### src/rtl/regfile_pkg.sv
// Shared definitions for the register-file dump reader: default widths and
// the dump FSM state encoding.
package regfile_pkg;

   localparam int RF_ADDR_W = 5;
   localparam int RF_DATA_W = 32;
   localparam int NREGS     = 2 ** RF_ADDR_W;

   typedef enum logic [1:0] {
      ST_IDLE = 2'd0,
      ST_READ = 2'd1,
      ST_OUT  = 2'd2,
      ST_DONE = 2'd3
   } state_t;

endpackage

### src/rtl/dump_addr_counter.sv
// Address walker for the dump: loads the first/last address of the range,
// steps with natural wrap at 2**ADDR_W, and flags the final entry.
module dump_addr_counter #(
   parameter int ADDR_W = 5
) (
   input  logic              clk,
   input  logic              rst_n,
   input  logic              load,
   input  logic              inc,
   input  logic [ADDR_W-1:0] first_addr,
   input  logic [ADDR_W-1:0] final_addr,
   output logic [ADDR_W-1:0] cur_addr,
   output logic [ADDR_W-1:0] next_addr,
   output logic              is_last
);

   logic [ADDR_W-1:0] last_addr;

   always_ff @(posedge clk) begin
      if (!rst_n) begin
         cur_addr  <= '0;
         last_addr <= '0;
      end else if (load) begin
         cur_addr  <= first_addr;
         last_addr <= final_addr;
      end else if (inc) begin
         cur_addr  <= next_addr;
      end
   end

   // Truncation to ADDR_W bits gives the wrap from the top entry back to 0.
   assign next_addr = cur_addr + ADDR_W'(1);
   assign is_last   = (cur_addr == last_addr);

endmodule

### src/rtl/regfile_dump_reader.sv
// Streams a wrapping range of register-file entries as {address, value} pairs
// over a valid/ready handshake, using one asynchronous read port.
module regfile_dump_reader
   import regfile_pkg::*;
#(
   parameter int ADDR_W = RF_ADDR_W,
   parameter int DATA_W = RF_DATA_W
) (
   input  logic              clk,
   input  logic              rst_n,
   input  logic              start,
   input  logic              abort,
   input  logic [ADDR_W-1:0] start_addr,
   input  logic [ADDR_W-1:0] end_addr,
   output logic [ADDR_W-1:0] rd_addr,
   input  logic [DATA_W-1:0] rd_data,
   output logic              out_valid,
   input  logic              out_ready,
   output logic [ADDR_W-1:0] out_addr,
   output logic [DATA_W-1:0] out_data,
   output logic              busy,
   output logic              done
);

   // Handshake: an entry transfers on a cycle where out_valid && out_ready at
   // the rising edge; out_addr/out_data do not change while out_valid is high
   // and unaccepted, and out_valid never drops without a transfer or an abort.

   state_t            state;
   state_t            state_nx;
   logic              load;
   logic              inc;
   logic              xfer;
   logic [ADDR_W-1:0] cur_addr;
   logic [ADDR_W-1:0] next_addr;
   logic              is_last;

   dump_addr_counter #(.ADDR_W(ADDR_W)) u_addr_counter (
      .clk        (clk),
      .rst_n      (rst_n),
      .load       (load),
      .inc        (inc),
      .first_addr (start_addr),
      .final_addr (end_addr),
      .cur_addr   (cur_addr),
      .next_addr  (next_addr),
      .is_last    (is_last)
   );

   assign xfer = out_valid && out_ready;

   always_ff @(posedge clk) begin
      if (!rst_n) state <= ST_IDLE;
      else        state <= state_nx;
   end

   always_comb begin
      state_nx = state;
      load     = 1'b0;
      inc      = 1'b0;
      case (state)
         ST_IDLE: begin
            if (start) begin
               load     = 1'b1;
               state_nx = ST_READ;
            end
         end
         ST_READ: begin
            state_nx = abort ? ST_IDLE : ST_OUT;
         end
         ST_OUT: begin
            if (abort) begin
               state_nx = ST_IDLE;
            end else if (xfer) begin
               if (is_last) begin
                  state_nx = ST_DONE;
               end else begin
                  inc      = 1'b1;
                  state_nx = ST_READ;
               end
            end
         end
         ST_DONE: begin
            state_nx = ST_IDLE;
         end
         default: state_nx = ST_IDLE;
      endcase
   end

   // rd_addr is loaded on the edge that enters READ so it is stable for the
   // whole READ cycle; outside READ it simply keeps its last value.
   always_ff @(posedge clk) begin
      if (!rst_n) begin
         rd_addr   <= '0;
         out_addr  <= '0;
         out_data  <= '0;
         out_valid <= 1'b0;
         done      <= 1'b0;
      end else begin
         if (state == ST_IDLE && start) rd_addr <= start_addr;
         if (state == ST_OUT && !abort && xfer && !is_last) rd_addr <= next_addr;
         if (state == ST_READ && !abort) begin
            out_addr <= cur_addr;
            out_data <= rd_data;
         end
         out_valid <= (state_nx == ST_OUT);
         done      <= (state_nx == ST_DONE);
      end
   end

   assign busy = (state != ST_IDLE);

endmodule

### config.mk
export PLATFORM = sky130hd
export DESIGN_NAME = regfile_dump_reader
export DESIGN_NICKNAME = d
export VERILOG_FILES = /design/src/rtl/regfile_pkg.sv /design/src/rtl/dump_addr_counter.sv /design/src/rtl/regfile_dump_reader.sv
export SDC_FILE = /design/constraint.sdc
export NUM_CORES = 1
export LEC_CHECK = 0
export BUFFER_PORTS_ARGS = -buffer_cell sky130_fd_sc_hd__buf_2
export CORE_MARGIN = 2
export CORE_UTILIZATION = 40
export CTS_BUF_LIST = sky130_fd_sc_hd__clkbuf_8
export DETAILED_ROUTE_END_ITERATION = 10
export PLACE_DENSITY = 0.71
export SLEW_MARGIN = 15
export SYNTH_ARGS = -nofsm -noshare
export SYNTH_HDL_FRONTEND = slang
export SYNTH_HIERARCHICAL = 1
export SYNTH_SLANG_ARGS = --single-unit
### constraint.sdc
create_clock -name clk -period 4.4 [get_ports clk]
set_clock_uncertainty 0.1 [all_clocks]
set_input_delay 0.66 -clock clk [delete_from_list [all_inputs] [get_ports clk]]
set_output_delay 0.66 -clock clk [all_outputs]
set_load 0.005 [all_outputs]
# [Word level (Yosys, flattened, before mapping)]
# Cells that the tools add are included.
[word_totals] word_cells=43 out_inout_bits=45 input_bits=47 regBits=56
[op_classes] eq_ne=6 muxes=16 n_reduce_logical=12 n_addsub=1
[ops] cell="5-bit two-way mux" n=4
[ops] cell="2-bit two-way mux" n=5
[ops] cell="2-bit equality test (second input constant)" n=4
[ops] cell="2-bit case mux with 4 select lines" n=1
[ops] cell="1-bit logical AND" n=6
[ops] cell="1-bit two-way mux" n=6
[ops] cell="2-bit nonzero test" n=3
[ops] cell="5-bit by 1-bit adder with 5-bit output (second input constant)" n=1
[ops] cell="5-bit equality test" n=1
[ops] cell="2-bit by 1-bit equality test with 1-bit output (second input constant)" n=1
[ops] cell="1-bit logical NOT" n=2
[ops] cell="2-bit logical NOT" n=1

# [Depth between registers and ports, before layout]
[depth] depth_word=7 depth_mapped=11

# [Hierarchy]
# The synthesis kept the hierarchy.
[modules_own_cells] mod="regfile_dump_reader" n_inst=1 seq_area_each_um2=920.9 cells_each=206 area_per_inst_um2=1808.0
[modules_own_cells] mod="dump_addr_counter" n_inst=1 seq_area_each_um2=200.2 cells_each=58 area_per_inst_um2=533.0

# [Worst setup path before layout]
# Ideal clock, no wire load.
[synth_path] path_kind="flip-flop to flip-flop" startpoint="register u_addr_counter.cur_addr[3]" endpoint="register u_addr_counter.cur_addr[1]" arrival_time_ns=1.954 n_path_buf=3 synth_period_minus_slack_ns=2.169 setup_slack_ns=2.231 setup_ns=0.115 required_time_ns=4.185 stages_incl_launch_ff=12 cell_sequence="dfxtp_1 buf_2 xor2_1 nor3_1 or3b_1 buf_2 or2_0 buf_2 inv_1 mux2i_1 o21ai_0 and2_1"
[synth_via] elab_chain_len=6
[synth_lines] element="start: declaration" line_no="dump_addr_counter.sv:12" text="output logic [ADDR_W-1:0] cur_addr,"
[synth_lines] element="start signal: assignment" line_no="dump_addr_counter.sv:24" text="cur_addr <= first_addr;"
[synth_lines] element="start signal: assignment" line_no="dump_addr_counter.sv:27" text="cur_addr <= next_addr;"
[synth_lines] element="5-bit equality test" line_no="dump_addr_counter.sv:33" text="assign is_last = (cur_addr == last_addr);"
[synth_lines] element="net is_last" line_no="regfile_dump_reader.sv:36" text="logic is_last;"
[synth_lines] element="1-bit two-way mux" line_no="regfile_dump_reader.sv:75" text="if (is_last) begin"
[synth_lines] element="1-bit two-way mux" line_no="regfile_dump_reader.sv:74" text="end else if (xfer) begin"
[synth_lines] element="1-bit two-way mux" line_no="regfile_dump_reader.sv:72" text="if (abort) begin"
[synth_lines] element="1-bit two-way mux" line_no="regfile_dump_reader.sv:61" text="case (state)"
[synth_lines] element="net inc" line_no="regfile_dump_reader.sv:32" text="logic inc;"
[synth_lines] element="2-bit nonzero test (no line)"
# The timed path passes the listed nets, and every way through them passes these cells.
# A chain may end at the register's enable or synchronous reset.

# [Worst setup path in the final report]
[layout_path] startpoint="register u_addr_counter.cur_addr[0]" endpoint="register u_addr_counter.cur_addr[4]"
# The elaborated chain is that of the path after synthesis.

==> summary.md <==
| Metric | Value |
|---|---|
| Status | `complete, no violations` |
| Syn Nets | `312` |
| Multi-input logic area | `approximately 0.0011 sq mm` |
| Synthesized instance count | `between 200 and 300` |
| Largest fanout on the critical path | `7` |
| Critical path type | `reg -> reg` |
| Post-synth cell types | `34` |
| Final WS setup | `1980 ps` |
| IO Pins | `92` |
| I/O Buffers | `91` |
| P&R area growth vs syn | `23.8%` |
| Sequential element share of the synthesized area | `47.9%` |
| Synthesized area | `between 0.002 and 0.0025 sq mm` |
| GPL Wtd Cong | `just under 0.8` |
| CP Data Arrival Time | `roughly 2600 ps` |
| Synth Register Bits | `between 50 and 60` |
| Cell taking the most area after synthesis | `dfxtp_1` |
| Post-DP HPWL | `around 3600 um` |
| Gr usage total | `between 10% and 20%` |
| Leakage | `between 0.001 and 0.0015 uW` |
| Clk slew on worst S/H paths | `90 ps` |
| Reg2reg path depth | `9` |
| Cell row count | `27` |
| Post-route clock period utilization | `between 50% and 60%` |
| Seq. cell area | `roughly 0.0011 sq mm` |
| Max cap viols | `0` |
| Post-Route WL | `5090 um` |
| Critical Path RT | `roughly 4500 ps` |
| Setup TNS | `0 ps` |
| Hold/Removal Path Class | `reg -> reg` |
| Core area | `around 0.0056 sq mm` |
| Die width | `about 81 um` |
| Initial core utilization | `a little over two fifths` |
| Root Driver | `clkbuf_8` |
| Vias in the first global route | `1,858` |
| Syn. warnings | `6` |
| Initial antenna violation count | `0` |
| Crit path capture type | `register` |
| CTS tree | `done` |
| Maximum root-to-sink buffer count | `2` |
| Worst-Margin Slew | `829 ps` |
| Worst slew margin | `about 45%` |
| CTS Hold Buffers Added | `0` |
| # diodes | `0` |
| Worst skew pair latency | `300 ps` |
| Place WS | `around 2000 ps` |
| TritonCTS Buffers | `5` |
| RSZ-0062 raised after global routing | `false` |
| Peak Freq | `just over 400 MHz` |
| First-pass GRT wire length | `slightly above 8000 um` |
| Wire length per cell | `around 12 um` |
| Post-DRT Antenna Nets | `0` |
| Synthesized area per cell | `between 8 and 9 sq um` |
| Share of the synthesized area in the top cell type | `47.9%` |
| Via-to-Cell Ratio | `around 4.8` |
| Final Critical Period | `between 2000 and 2500 ps` |
| Number of synthesized flops with an enable pin | `0` |
| Die Ht | `80.5 um` |
| Post-CTS Resized | `0` |
| Worst Hold Depth | `2` |
| CP Launch Type | `register` |
| # clock sinks | `56` |
| Nets@finish | `roughly 400` |
| # H-tree levels | `2` |
| Fin. Hold Viols | `0` |
| Area contributors post-synth | `dfxtp_1, nand2_1, a21boi_1, mux2i_1, xnor2_1` |
| Residual DRC | `0` |
| Pins Over Slew Limit | `0` |
| Fillers | `between 500 and 600` |
| Endpoints failing setup | `0` |
| Layout cell share with drive strength beyond 1 | `between 20 and 30%` |
| Largest net degree at the start of global routing | `57` |
| TritonRoute pass-1 iters | `4` |
| Worst vdd ir | `between 0.00015 and 0.0002 V` |
| Initial DRC Count | `67` |
| Die ar. | `0.00648 sq mm` |
| Ys async rst share | `0%` |
| GRT overflow | `0` |
| Pwr/cell area | `around 320 mW/mm^2` |
| Post-CTS setup buffer count | `0` |
| Ys flop type | `dfxtp_1` |
| DR vias | `about 2,000` |
-- metal layers --
| metal | wire, um | GRT usage, % | vias up |
|---|---|---|---|
| met3 | 389 | 4.49 | 8 |
| met4 | 61 | 4.07 | 0 |
| met2 | 2320 | 28.2 | 72 |
| met1 | 2330 | 18.8 | 913 |
| li1 | - | - | 1039 |
| met5 | 0 | 0 | - |
-- through the flow --
| step | hold WS [ps] | utilization [%] | instance area (sq um) | cells | total power (uW) |
|---|---|---|---|---|---|
| after floorplan | 327 | - | 2340 | 264 | 623 |
| after global placement | 337 | 50.6 | 2820 | 412 | 670 |
| after CTS | 356 | 52.0 | 2900 | 419 | 931 |
| after detailed placement | 344 | 50.6 | 2820 | 412 | 671 |
| after global routing | 374 | 52.0 | 2900 | 419 | 967 |
| final | 355 | 52.0 | 2900 | 419 | 919 |
-- final timing paths --
path | end | slack (ps) | from
setup reg to reg | u_addr_counter/cur_addr[4] | 1980 | u_addr_counter/cur_addr[0]
hold reg to reg | out_data[15] | 350 | out_data[15]
hold / removal | out_data[15] | 350 | out_data[15]
setup / recovery | u_addr_counter/cur_addr[4] | 1980 | u_addr_counter/cur_addr[0]
-- cells in the mapped netlist (2+ instances only) --
master    count
nand2_1      77
a21boi_1     37
xnor2_1       6
buf_4         2
dfxtp_1      56
nand3b_1      2
o21ai_0       4
o31ai_1       5
nand3_1       3
nor2b_1       6
buf_1         3
and2_1        3
a21oi_1      10
or3b_1        2
clkbuf_1      8
mux2i_1      11
nand4_1       2
inv_1         3
xor2_1        6
buf_2         4
-- state kept, by name, summed over array words and instances (netlist names) --
signal,count
state,2
done,1
u_addr_counter/last_addr,5
out_addr,5
u_addr_counter/cur_addr,5
rd_addr,5
out_valid,1
out_data,32
-- cell families after synthesis --
logic type | Yosys count | share of synthesized area (%)
simple gates | 106 | 21.5
compound gates | 57 | 16.7
flops | 56 | 47.9
buf+inv | 21 | 4.22
xor+xnor | 12 | 4.49
mux | 11 | 4.70
fa+ha+maj | 1 | 0.534
-- layout by cell type (no fill, tap or decap), drive strengths merged --
cell type  synthesis  routed
mux2i             11      11
a21oi             10      10
a21boi            37      37
nand3b             2       2
o31ai              5       5
nand2             77      77
or3b               2       2
nor2b              6       6
nand4              2       2
nor4bb             1       1
xnor2              6       6
clkbuf             8       5
and2               3       3
nand2b             1       1
xor2               6       6
ha                 1       1
or2                2       2
nand3              3       3
clkinv             0       1
o21ai              5       5
nor4b              1       1
buf               10      94
inv                3       4
nor3               1       1
nor3b              3       3
nand4b             1       1
dfxtp             56      56
and2b              1       1
-- layout make-up --
class / count / area share, %
clock inverter: 2 / 0.302
inverter: 3 / 0.388
multi-input combinational: 187 / 38.7
clock buffer: 5 / 2.37
sequential: 56 / 38.7
timing repair buffer: 94 / 16.5
tap: 72 / 3.11
-- power by group --
part | internal [uW] | switching [uW]
logic | 59.8 | 53.9
registers | 527 | 17.2
clock network | 106 | 154
total | 693 | 225
-- critical path: stages, from the launching register on --
cell and delay [ps]:
dfxtp_1 520, xnor2_1 110, nand3_1 110, nor3_1 70
or3b_1 430, or2_0 340, inv_1 200, nand4_1 150
xor2_1 180, a21oi_1 140
(Power assumes the default switching activity.)
